[src/rtl/cache_pkg.sv]
// Shared types and constants for the 2-way cache: state encoding, default geometry, way ids.
package cache_pkg;

    localparam int INDEX_W = 5;
    localparam int TAG_W   = 8;
    localparam int DATA_W  = 32;

    typedef logic [1:0] state_t;

    localparam state_t IDLE  = 2'd0;
    localparam state_t REQ   = 2'd1;
    localparam state_t WAIT  = 2'd2;
    localparam state_t WRITE = 2'd3;

    localparam logic WAY0 = 1'b0;
    localparam logic WAY1 = 1'b1;

    function automatic logic [1:0] way_onehot(input logic way);
        return (way == WAY1) ? 2'b10 : 2'b01;
    endfunction

endpackage

[src/rtl/cache_fill_ctrl_2way_if.sv]
// Lookup, memory-fetch and way-write signals of the fill controller.
interface cache_fill_ctrl_2way_if #(
    parameter int INDEX_W = cache_pkg::INDEX_W,
    parameter int TAG_W   = cache_pkg::TAG_W,
    parameter int DATA_W  = cache_pkg::DATA_W
);
    logic                     req_valid;
    logic                     req_ready;
    logic [INDEX_W-1:0]       req_index;
    logic [TAG_W-1:0]         req_tag;
    logic                     hit0;
    logic                     hit1;
    logic                     vld0;
    logic                     vld1;
    logic                     mem_req_valid;
    logic                     mem_req_ready;
    logic [TAG_W+INDEX_W-1:0] mem_req_addr;
    logic                     mem_resp_valid;
    logic [DATA_W-1:0]        mem_resp_data;
    logic [1:0]               way_we;
    logic [INDEX_W-1:0]       way_index;
    logic [TAG_W-1:0]         way_tag;
    logic [DATA_W-1:0]        way_data;
    logic                     fill_done;

    // master = the fill controller
    modport master (
        input  req_valid, req_index, req_tag, hit0, hit1, vld0, vld1,
        input  mem_req_ready, mem_resp_valid, mem_resp_data,
        output req_ready, mem_req_valid, mem_req_addr,
        output way_we, way_index, way_tag, way_data, fill_done
    );

    modport slave (
        output req_valid, req_index, req_tag, hit0, hit1, vld0, vld1,
        output mem_req_ready, mem_resp_valid, mem_resp_data,
        input  req_ready, mem_req_valid, mem_req_addr,
        input  way_we, way_index, way_tag, way_data, fill_done
    );
endinterface

[src/rtl/lru_array_2way.sv]
// Per-set LRU bit (way to evict next), async clear, one comb read and one write port.
module lru_array_2way #(
    parameter int INDEX_W = cache_pkg::INDEX_W
) (
    input  logic               clk,
    input  logic               rst_n,
    input  logic [INDEX_W-1:0] rd_index,
    output logic               rd_bit,
    input  logic               we,
    input  logic [INDEX_W-1:0] wr_index,
    input  logic               wr_bit
);
    logic [(1<<INDEX_W)-1:0] lru_q;

    always_ff @(posedge clk or negedge rst_n) begin
        if (!rst_n) begin
            lru_q <= '0;
        end else if (we) begin
            lru_q[wr_index] <= wr_bit;
        end
    end

    assign rd_bit = lru_q[rd_index];

endmodule

[src/rtl/cache_fill_ctrl_2way.sv]
// Miss handling and victim allocation for the 2-way cache; steers each fill into one way.
//
// state | meaning
// IDLE  | accepting lookups; hits update LRU, misses latch set/tag/victim
// REQ   | line fetch presented to memory, address held
// WAIT  | fetch accepted, waiting for returned line
// WRITE | one-cycle write of the line into the victim way
module cache_fill_ctrl_2way #(
    parameter int INDEX_W = cache_pkg::INDEX_W,
    parameter int TAG_W   = cache_pkg::TAG_W,
    parameter int DATA_W  = cache_pkg::DATA_W
) (
    input  logic                  clk,
    input  logic                  rst_n,
    cache_fill_ctrl_2way_if.master bus
);
    import cache_pkg::*;

    state_t             state;
    logic [INDEX_W-1:0] idx_q;
    logic [TAG_W-1:0]   tag_q;
    logic               victim_q;
    logic [DATA_W-1:0]  data_q;

    logic               lru_rd;
    logic               lru_we;
    logic [INDEX_W-1:0] lru_wr_index;
    logic               lru_wr_bit;
    logic               victim_sel;
    logic               hit;
    logic               accept;

    assign hit    = bus.hit0 | bus.hit1;
    assign accept = (state == IDLE) && bus.req_valid;

    // invalid ways are filled before LRU is consulted
    always_comb begin
        if (!bus.vld0) begin
            victim_sel = WAY0;
        end else if (!bus.vld1) begin
            victim_sel = WAY1;
        end else begin
            victim_sel = lru_rd;
        end
    end

    // hit0 wins when both hit, so the next victim is way1
    always_comb begin
        lru_we       = 1'b0;
        lru_wr_index = idx_q;
        lru_wr_bit   = ~victim_q;
        if (state == WRITE) begin
            lru_we = 1'b1;
        end else if (accept && hit) begin
            lru_we       = 1'b1;
            lru_wr_index = bus.req_index;
            lru_wr_bit   = bus.hit0 ? WAY1 : WAY0;
        end
    end

    lru_array_2way #(.INDEX_W(INDEX_W)) u_lru (
        .clk      (clk),
        .rst_n    (rst_n),
        .rd_index (bus.req_index),
        .rd_bit   (lru_rd),
        .we       (lru_we),
        .wr_index (lru_wr_index),
        .wr_bit   (lru_wr_bit)
    );

    always_ff @(posedge clk or negedge rst_n) begin
        if (!rst_n) begin
            state    <= IDLE;
            idx_q    <= '0;
            tag_q    <= '0;
            victim_q <= WAY0;
            data_q   <= '0;
        end else begin
            case (state)
                IDLE: begin
                    if (accept && !hit) begin
                        idx_q    <= bus.req_index;
                        tag_q    <= bus.req_tag;
                        victim_q <= victim_sel;
                        state    <= REQ;
                    end
                end
                REQ: begin
                    if (bus.mem_req_ready) begin
                        state <= WAIT;
                    end
                end
                WAIT: begin
                    if (bus.mem_resp_valid) begin
                        data_q <= bus.mem_resp_data;
                        state  <= WRITE;
                    end
                end
                WRITE:   state <= IDLE;
                default: state <= IDLE;
            endcase
        end
    end

    assign bus.req_ready     = (state == IDLE);
    assign bus.mem_req_valid = (state == REQ);
    assign bus.mem_req_addr  = {tag_q, idx_q};
    assign bus.way_we        = (state == WRITE) ? way_onehot(victim_q) : 2'b00;
    assign bus.way_index     = idx_q;
    assign bus.way_tag       = tag_q;
    assign bus.way_data      = data_q;
    assign bus.fill_done     = (state == WRITE);

endmodule

[src/flat_wrapper.sv]
// flat-port wrapper written by rule: the top's interface ports become plain ports
module cache_fill_ctrl_2way_flat import cache_pkg::*;
#(
    parameter int INDEX_W = cache_pkg::INDEX_W,
    parameter int TAG_W   = cache_pkg::TAG_W,
    parameter int DATA_W  = cache_pkg::DATA_W
)
  (clk, rst_n, bus_req_valid, bus_req_index, bus_req_tag, bus_hit0, bus_hit1, bus_vld0, bus_vld1, bus_mem_req_ready, bus_mem_resp_valid, bus_mem_resp_data, bus_req_ready, bus_mem_req_valid, bus_mem_req_addr, bus_way_we, bus_way_index, bus_way_tag, bus_way_data, bus_fill_done);
  cache_fill_ctrl_2way_if #(.INDEX_W(INDEX_W), .TAG_W(TAG_W), .DATA_W(DATA_W)) bus_i ();
  input  logic clk;
  input  logic rst_n;
  input wire logic [$bits(bus_i.req_valid)-1:0] bus_req_valid;
  input wire logic [$bits(bus_i.req_index)-1:0] bus_req_index;
  input wire logic [$bits(bus_i.req_tag)-1:0] bus_req_tag;
  input wire logic [$bits(bus_i.hit0)-1:0] bus_hit0;
  input wire logic [$bits(bus_i.hit1)-1:0] bus_hit1;
  input wire logic [$bits(bus_i.vld0)-1:0] bus_vld0;
  input wire logic [$bits(bus_i.vld1)-1:0] bus_vld1;
  input wire logic [$bits(bus_i.mem_req_ready)-1:0] bus_mem_req_ready;
  input wire logic [$bits(bus_i.mem_resp_valid)-1:0] bus_mem_resp_valid;
  input wire logic [$bits(bus_i.mem_resp_data)-1:0] bus_mem_resp_data;
  output wire logic [$bits(bus_i.req_ready)-1:0] bus_req_ready;
  output wire logic [$bits(bus_i.mem_req_valid)-1:0] bus_mem_req_valid;
  output wire logic [$bits(bus_i.mem_req_addr)-1:0] bus_mem_req_addr;
  output wire logic [$bits(bus_i.way_we)-1:0] bus_way_we;
  output wire logic [$bits(bus_i.way_index)-1:0] bus_way_index;
  output wire logic [$bits(bus_i.way_tag)-1:0] bus_way_tag;
  output wire logic [$bits(bus_i.way_data)-1:0] bus_way_data;
  output wire logic [$bits(bus_i.fill_done)-1:0] bus_fill_done;
  assign bus_i.req_valid = bus_req_valid;
  assign bus_i.req_index = bus_req_index;
  assign bus_i.req_tag = bus_req_tag;
  assign bus_i.hit0 = bus_hit0;
  assign bus_i.hit1 = bus_hit1;
  assign bus_i.vld0 = bus_vld0;
  assign bus_i.vld1 = bus_vld1;
  assign bus_i.mem_req_ready = bus_mem_req_ready;
  assign bus_i.mem_resp_valid = bus_mem_resp_valid;
  assign bus_i.mem_resp_data = bus_mem_resp_data;
  assign bus_req_ready = bus_i.req_ready;
  assign bus_mem_req_valid = bus_i.mem_req_valid;
  assign bus_mem_req_addr = bus_i.mem_req_addr;
  assign bus_way_we = bus_i.way_we;
  assign bus_way_index = bus_i.way_index;
  assign bus_way_tag = bus_i.way_tag;
  assign bus_way_data = bus_i.way_data;
  assign bus_fill_done = bus_i.fill_done;
  cache_fill_ctrl_2way #(.INDEX_W(INDEX_W), .TAG_W(TAG_W), .DATA_W(DATA_W)) u_core (.clk(clk), .rst_n(rst_n), .bus(bus_i));
endmodule
[config.mk]
export PLATFORM = sky130hd
export DESIGN_NAME = cache_fill_ctrl_2way_flat
export DESIGN_NICKNAME = d
export VERILOG_FILES = /design/src/rtl/cache_pkg.sv /design/src/rtl/cache_fill_ctrl_2way_if.sv /design/src/rtl/lru_array_2way.sv /design/src/rtl/cache_fill_ctrl_2way.sv /design/src/flat_wrapper.sv
export SDC_FILE = /design/constraint.sdc
export NUM_CORES = 1
export LEC_CHECK = 0
export CAP_MARGIN = 20
export CELL_PAD_IN_SITES_DETAIL_PLACEMENT = 1
export CELL_PAD_IN_SITES_GLOBAL_PLACEMENT = 2
export CORE_MARGIN = 3
export CORE_UTILIZATION = 28
export DETAILED_ROUTE_END_ITERATION = 10
export HOLD_SLACK_MARGIN = 0.15
export PLACE_DENSITY_LB_ADDON = 0.15
export SYNTH_ARGS = -nofsm -noshare
export SYNTH_HDL_FRONTEND = slang
export SYNTH_SLANG_ARGS = --single-unit
export TNS_END_PERCENT = 5
[constraint.sdc]
create_clock -name clk -period 2.13 [get_ports clk]
set_clock_uncertainty 0.05 [all_clocks]
set_input_delay 0.426 -clock clk [delete_from_list [all_inputs] [get_ports clk]]
set_output_delay 0.426 -clock clk [all_outputs]
set_load 0.1 [all_outputs]
# --- Word-level counts from Yosys, hierarchy flattened ---
# Cells that the tools add are included.
op_classes:
  order_cmp: 3
  n_eq_ne: 6
  n_mux: 20
  n_bitwise: 2
  n_reduce_logical: 9
ops:
  columns: ["operator", "n"]
  rows:
  - ["bitwise mux 32 bit", 1]
  - ["< comparator 5 x 6 -> 1 bit, second input constant", 2]
  - ["2-to-1 mux 2 bit", 5]
  - ["2-to-1 mux 5 bit", 2]
  - ["2-to-1 mux 1 bit", 9]
  - ["case mux 2 bit (4 select lines)", 1]
  - ["binary-select mux 1 bit (select 5 bit)", 1]
  - ["demux 1 bit (select 5 bit)", 1]
  - ["greater-or-equal comparator 5 x 1 -> 1 bit, second input constant", 1]
  - ["equality test 2 bit, second input constant", 2]
  - ["logical AND 1 bit", 4]
  - ["inequality test 2 bit, second input constant", 2]
  - ["AND reduction 2 bit", 2]
  - ["AND reduction 3 bit", 1]
  - ["equality test 2 x 1 -> 1 bit, second input constant", 1]
  - ["zero test 2 bit", 1]
  - ["inequality test 2 x 1 -> 1 bit, second input constant", 1]
  - ["zero test 1 bit", 1]
  - ["NOT 1 bit", 1]
  - ["OR 1 bit", 1]
totals:
  ff_bits: 80
  input_bits: 54
  output_inout_bits: 63

# --- Logic depth before layout (Yosys ltp) ---
# Gate-level depths: netlist of run 1.
logic_depth:
  word_depth: 10
  mapped_depth: 7
  mapped_depth_nobuf: 6

# --- Hierarchy ---
# A second synthesis of run 1 with hierarchy kept.
hier_totals:
  cells_unflattened: 299
  area_unflattened_um2: 3827.4
modules_own_cells:
  columns: ["mod", "instances", "cells_each", "area_each_um2", "seq_area_each_um2"]
  rows:
  - ["cache_fill_ctrl_2way", 1, 142, 2072.0, 1201.2]
  - ["lru_array_2way", 1, 157, 1755.4, 800.8]

# --- Worst setup path before layout of run 1 ---
# No wires, ideal clock.
synth_path:
  path_kind: "register to output"
  start: "reg u_core.state[0]"
  end: "out bus_way_we[0]"
  arrival_time_ns: 2.969
  required_ns: 1.654
  slack_ns: -1.315
  stages_incl_launch_ff: 5
  n_path_buf: 1
  path_cell_list: "dfrtp_1 > ha_1 > buf_4 > inv_2 > nor2_1"
synth_via:
  elab_chain_len: 2
synth_lines:
  columns: ["item", "line_no", "text"]
  rows:
  - ["start, declared", "cache_fill_ctrl_2way.sv:19", "state_t state;"]
  - ["start signal, assigned", "cache_fill_ctrl_2way.sv:73", "state <= IDLE;"]
  - ["start signal, assigned", "cache_fill_ctrl_2way.sv:85", "state <= REQ;"]
  - ["start signal, assigned", "cache_fill_ctrl_2way.sv:90", "state <= WAIT;"]
  - ["equality test 2 bit", null, null]
  - ["via bus_fill_done", "flat_wrapper.sv:29", "output wire logic [$bits(bus_i.fill_done)-1:0] bus_fill_done;"]
  - ["2-to-1 mux 2 bit", "cache_fill_ctrl_2way.sv:108", "assign bus.way_we = (state == WRITE) ? way_onehot(victim_q) : 2'b00;"]
  - ["end, declared", "flat_wrapper.sv:25", "output wire logic [$bits(bus_i.way_we)-1:0] bus_way_we;"]
# The timed path passes the listed nets, and every way through them passes these cells.

# --- Final worst setup path of run 1 ---
layout_path:
  start: "in bus_hit1"
  end: "reg u_core.u_lru.lru_q[15]"
layout_via:
  elab_chain_len: 9
  word_cells_on_any_way: 14
  classes_between: "2 x order compare; 9 x mux; 1 x bitwise; 2 x reduce/logical"
layout_lines:
  columns: ["item", "line_no", "text"]
  rows:
  - ["start, declared", "flat_wrapper.sv:16", "input wire logic [$bits(bus_i.hit1)-1:0] bus_hit1;"]
  - ["OR 1 bit (*)", "cache_fill_ctrl_2way.sv:33", "assign hit = bus.hit0 | bus.hit1;"]
  - ["logical AND 1 bit (*)", "cache_fill_ctrl_2way.sv:54", "end else if (accept && hit) begin"]
  - ["2-to-1 mux 5 bit", "cache_fill_ctrl_2way.sv:54", null]
  - ["2-to-1 mux 5 bit", "cache_fill_ctrl_2way.sv:52", "if (state == WRITE) begin"]
  - ["< comparator 5 x 6 -> 1 bit (not written as such) / greater-or-equal comparator 5 x 1 -> 1 bit (equally long branches)", "lru_array_2way.sv:19", "lru_q[wr_index] <= wr_bit;"]
  - ["logical AND 1 bit (not written as such)", "lru_array_2way.sv:19", null]
  - ["2-to-1 mux 1 bit (not written as such)", "lru_array_2way.sv:19", null]
  - ["demux 1 bit (select 5 bit)", "lru_array_2way.sv:19", null]
  - ["bitwise mux 32 bit", "lru_array_2way.sv:19", null]
  - ["end signal, assigned by index", "lru_array_2way.sv:19", null]
  - ["end, declared", "lru_array_2way.sv:13", "logic [(1<<INDEX_W)-1:0] lru_q;"]
# Every way passes the cells marked *; elsewhere a longest branch is shown, timed or not.
# A chain may end at the register's enable or synchronous reset.

==> results of run 1 <==
critical path, cell delays in order:
cell and delay, ns:
sky130_fd_sc_hd__clkdlybuf4s50_1 0.47, sky130_fd_sc_hd__o211ai_4 0.54, sky130_fd_sc_hd__buf_4 0.25, sky130_fd_sc_hd__o41ai_4 0.06, sky130_fd_sc_hd__buf_4 0.15, sky130_fd_sc_hd__o21ai_1 0.08
sky130_fd_sc_hd__mux2_1 0.33
final timing paths:
kind,startpoint,endpoint,slack (ns),cells past startpoint
max,bus_hit1,u_core.u_lru.lru_q[15],-0.01,7
min,u_core.u_lru.lru_q[25],u_core.u_lru.lru_q[25],0.44,1
min in group asynchronous,rst_n,u_core.bus.way_data[23],0.56,2
min reg2reg,u_core.u_lru.lru_q[25],u_core.u_lru.lru_q[25],0.44,1
max in group asynchronous,rst_n,u_core.u_lru.lru_q[27],0.84,3
max reg2reg,u_core.state[0],u_core.u_lru.lru_q[0],0.01,7
logic make-up (layout without fill, tap and decap cells):
family,Yosys count,after routing,synth area share
buf+inv,43,186,0.0579
fa+ha+maj,5,5,0.0152
simple gates,40,40,0.0624
compound gates,66,66,0.126
flops,80,80,0.485
mux,89,89,0.254
metal layers:
metal  share of wire  global-route usage  up-vias
met4           0.022              0.0644        0
met1            0.45               0.190     1585
met2            0.47               0.230       91
met3           0.059              0.0393       16
met5               0                   0        -
li1                -                   -     1452
through the flow:
| stage | hold slack [ns] | setup slack, ns | util | cell area, um2 |
|---|---|---|---|---|
| after global routing | 0.463 | -0.0956 | 0.428 | 6050 |
| after CTS | 0.448 | -0.00904 | 0.423 | 5990 |
| after global placement | 0.407 | -0.325 | 0.402 | 5690 |
| after detailed placement | 0.402 | -0.347 | 0.402 | 5690 |
| final | 0.442 | -0.00989 | 0.428 | 6050 |
| after floorplan | 0.0804 | -0.130 | - | 4160 |
cell type report:
class                   count  area, um2  share of cell area
flip-flops and latches     80       2000               0.331
multi-input cells         200       1980               0.327
repair buffers            161       1530               0.253
clock buffers              10        239              0.0395
well taps                 180        225              0.0372
inverters                  10       42.5             0.00703
clock inverters             5       31.3             0.00517
sequential cells by signal, summed over array words and instances (netlist names):
signal	count
u_core.u_lru.lru_q	32
u_core.state	2
u_core.victim_q	1
u_core.bus.way_data	32
u_core.bus.way_index	5
u_core.bus.way_tag	8
cell usage after synthesis (all sizes together), types with 3 or more instances:
master / number
mux2: 85
dfrtp: 80
buf: 28
o21ai: 22
a21oi: 17
inv: 10
nand2: 6
nand3b: 6
clkbuf: 5
ha: 5
o41ai: 5
a21boi: 4
mux4: 4
nand3: 4
nor2: 4
nor3: 4
nor3b: 4
nand2b: 3
nand4: 3
o211ai: 3
o22ai: 3
o41a: 3
repair_timing:
action | in CTS | in global routing
hold buffers | 1 | 0
gates resized for setup | 3 | 16
endpoints found under the setup margin | 17 | 36
endpoints found under the hold margin | 39 | 0
pin swaps | 2 | 2
setup buffers | 2 | 0
==> PnR_summary.wiki, run 1 <==
{| class="wikitable"
! Metric !! Value
|-
| FF+latch count, synth || 80
|-
| Filler Cells Inserted || 1488
|-
| Highest-count cells in the layout ignoring fill and taps || 92 x sky130_fd_sc_hd__buf_4, 80 x sky130_fd_sc_hd__dfrtp_1, 75 x sky130_fd_sc_hd__mux2_2, 52 x sky130_fd_sc_hd__clkdlybuf4s50_1, 17 x sky130_fd_sc_hd__o21ai_1
|-
| # diodes || 0
|-
| # nets final || 521
|-
| Y dimension of the die || 127 um
|-
| Synthesized area divided by synthesized cell count || 12.8 um2
|-
| Standard-cell row count || 43
|-
| Clock transition time at the flip-flop clock pins of the worst setup and hold paths || 0.06 ns
|-
| Sort of element at the end of the critical path || flip-flop
|-
| Number of antenna violations at the first check in global routing || 0
|-
| Post-route setup TNS || -0.0244 ns
|-
| Run status || complete, but fails checks
|-
| Most common cell after layout, fill and taps aside || sky130_fd_sc_hd__buf_4
|-
| Via count of the first global-routing pass || 3363
|-
| Top cell type's share of synthesized area || 0.485
|-
| Placed cell count || 628
|-
| Initial Utilization || 0.292
|-
| Distinct cells, synth || 50
|-
| Number of H-tree levels || 3
|-
| Synthesized netlist net count || 382
|-
| Die W || 127 um
|-
| Violations in the final reports || setup timing
|-
| Port-buffer cells || 116
|-
| Data arrival at the endpoint of the critical path || 2.31 ns
|-
| First-pass GRT wire length || 18.4 mm
|-
| Via count || 3144
|-
| Final setup vio count || 5
|-
| Fraction of the yosys area taken by sequential cells || 0.485
|-
| Floorplan core area || 14100 um2
|-
| Achievable frequency || 467 MHz
|-
| Start-to-end type of the worst setup path || input pin to flip-flop
|-
| Gr usage total || 0.147
|-
| Largest driver fanout on the critical path || 15
|-
| Number of top-level pins || 117
|-
| Number of buffers added by the clock tree synthesis step || 9
|-
| DR DRC count || 0
|-
| Largest area contributor in the synthesized netlist || sky130_fd_sc_hd__dfrtp_1
|-
| Worst skew pair latency || 0.34 ns
|-
| Total number of clock tree sinks || 80
|-
| Total standard cell area after synthesis || 4130 um2
|-
| Final critical-path required period || 2.14 ns
|-
| Synth async-reset ratio || 1.00
|-
| Average wire per cell in the routed design || 18.0 um
|-
| Fin cells || 646
|-
| Transition time at the pin with the least slew margin || 0.580 ns
|-
| Kind of start point of the critical path || input pin
|-
| Number of antenna-violating nets in the routed design || 0
|-
| Drt initial violations || 101
|-
| CTS Root Buffer Type || sky130_fd_sc_hd__clkbuf_16
|-
| Data required, critical path || 2.30 ns
|-
| Unrepaired setup endpoints after global routing || true
|-
| Routed vias/inst || 4.87
|-
| TritonCTS clock tree || done
|-
| Warning count from the yosys run || 0
|-
| Pin count of the biggest net entering global routing || 42
|-
| Fraction of final layout cells sized beyond drive strength 1 || 0.494
|-
| Cell count after synthesis || 323
|-
| Dominant synthesized flop cell || sky130_fd_sc_hd__dfrtp_1
|-
| Remaining Overflow, GRT || 0
|-
| Final wirelength || 11.6 mm
|-
| Final hold violation count || 0
|-
| Post-layout worst setup margin || -0.00989 ns
|-
| Number of enable-type register cells in the synthesized netlist || 0
|-
| CTS Buffer Depth || 2
|-
| Signed area change from the synthesized netlist to the final layout || 46.6%
|-
| Area of the die || 16200 um2
|-
| TritonRoute pass-1 iters || 4
|-
| Final HPWL DP || 8.79 mm
|-
| Max-capacitance violation count || 0
|-
| Tightest slew margin relative to the limit || 0.603
|-
| Max-slew violation count || 0
|-
| Worst min-delay path category || flip-flop to flip-flop
|-
| Placer Congestion || 0.816
|-
| Final critical-path share of the clock period || 1.00
|-
| Top cells by area in the synthesized netlist || sky130_fd_sc_hd__dfrtp_1 48%, sky130_fd_sc_hd__mux2_2 21%, sky130_fd_sc_hd__buf_4 2.7%
|}
Power of run 1 is left out: the tool's default activity adds up to more than one toggle a clock period on the data nets, which glitch-free logic cannot reach.
==> run 2, diff against run 1 <==
--- a/config.mk
+++ b/config.mk
@@ -5,7 +5,7 @@
 export SDC_FILE = /design/constraint.sdc
 export NUM_CORES = 1
 export LEC_CHECK = 0
-export CAP_MARGIN = 20
+export CAP_MARGIN = 0
 export CELL_PAD_IN_SITES_DETAIL_PLACEMENT = 1
 export CELL_PAD_IN_SITES_GLOBAL_PLACEMENT = 2
 export CORE_MARGIN = 3
==> results of run 2 <==
No change in the layout: final DEF, timing and power equal those of run 1.
Power of run 2 is left out for the same reason.
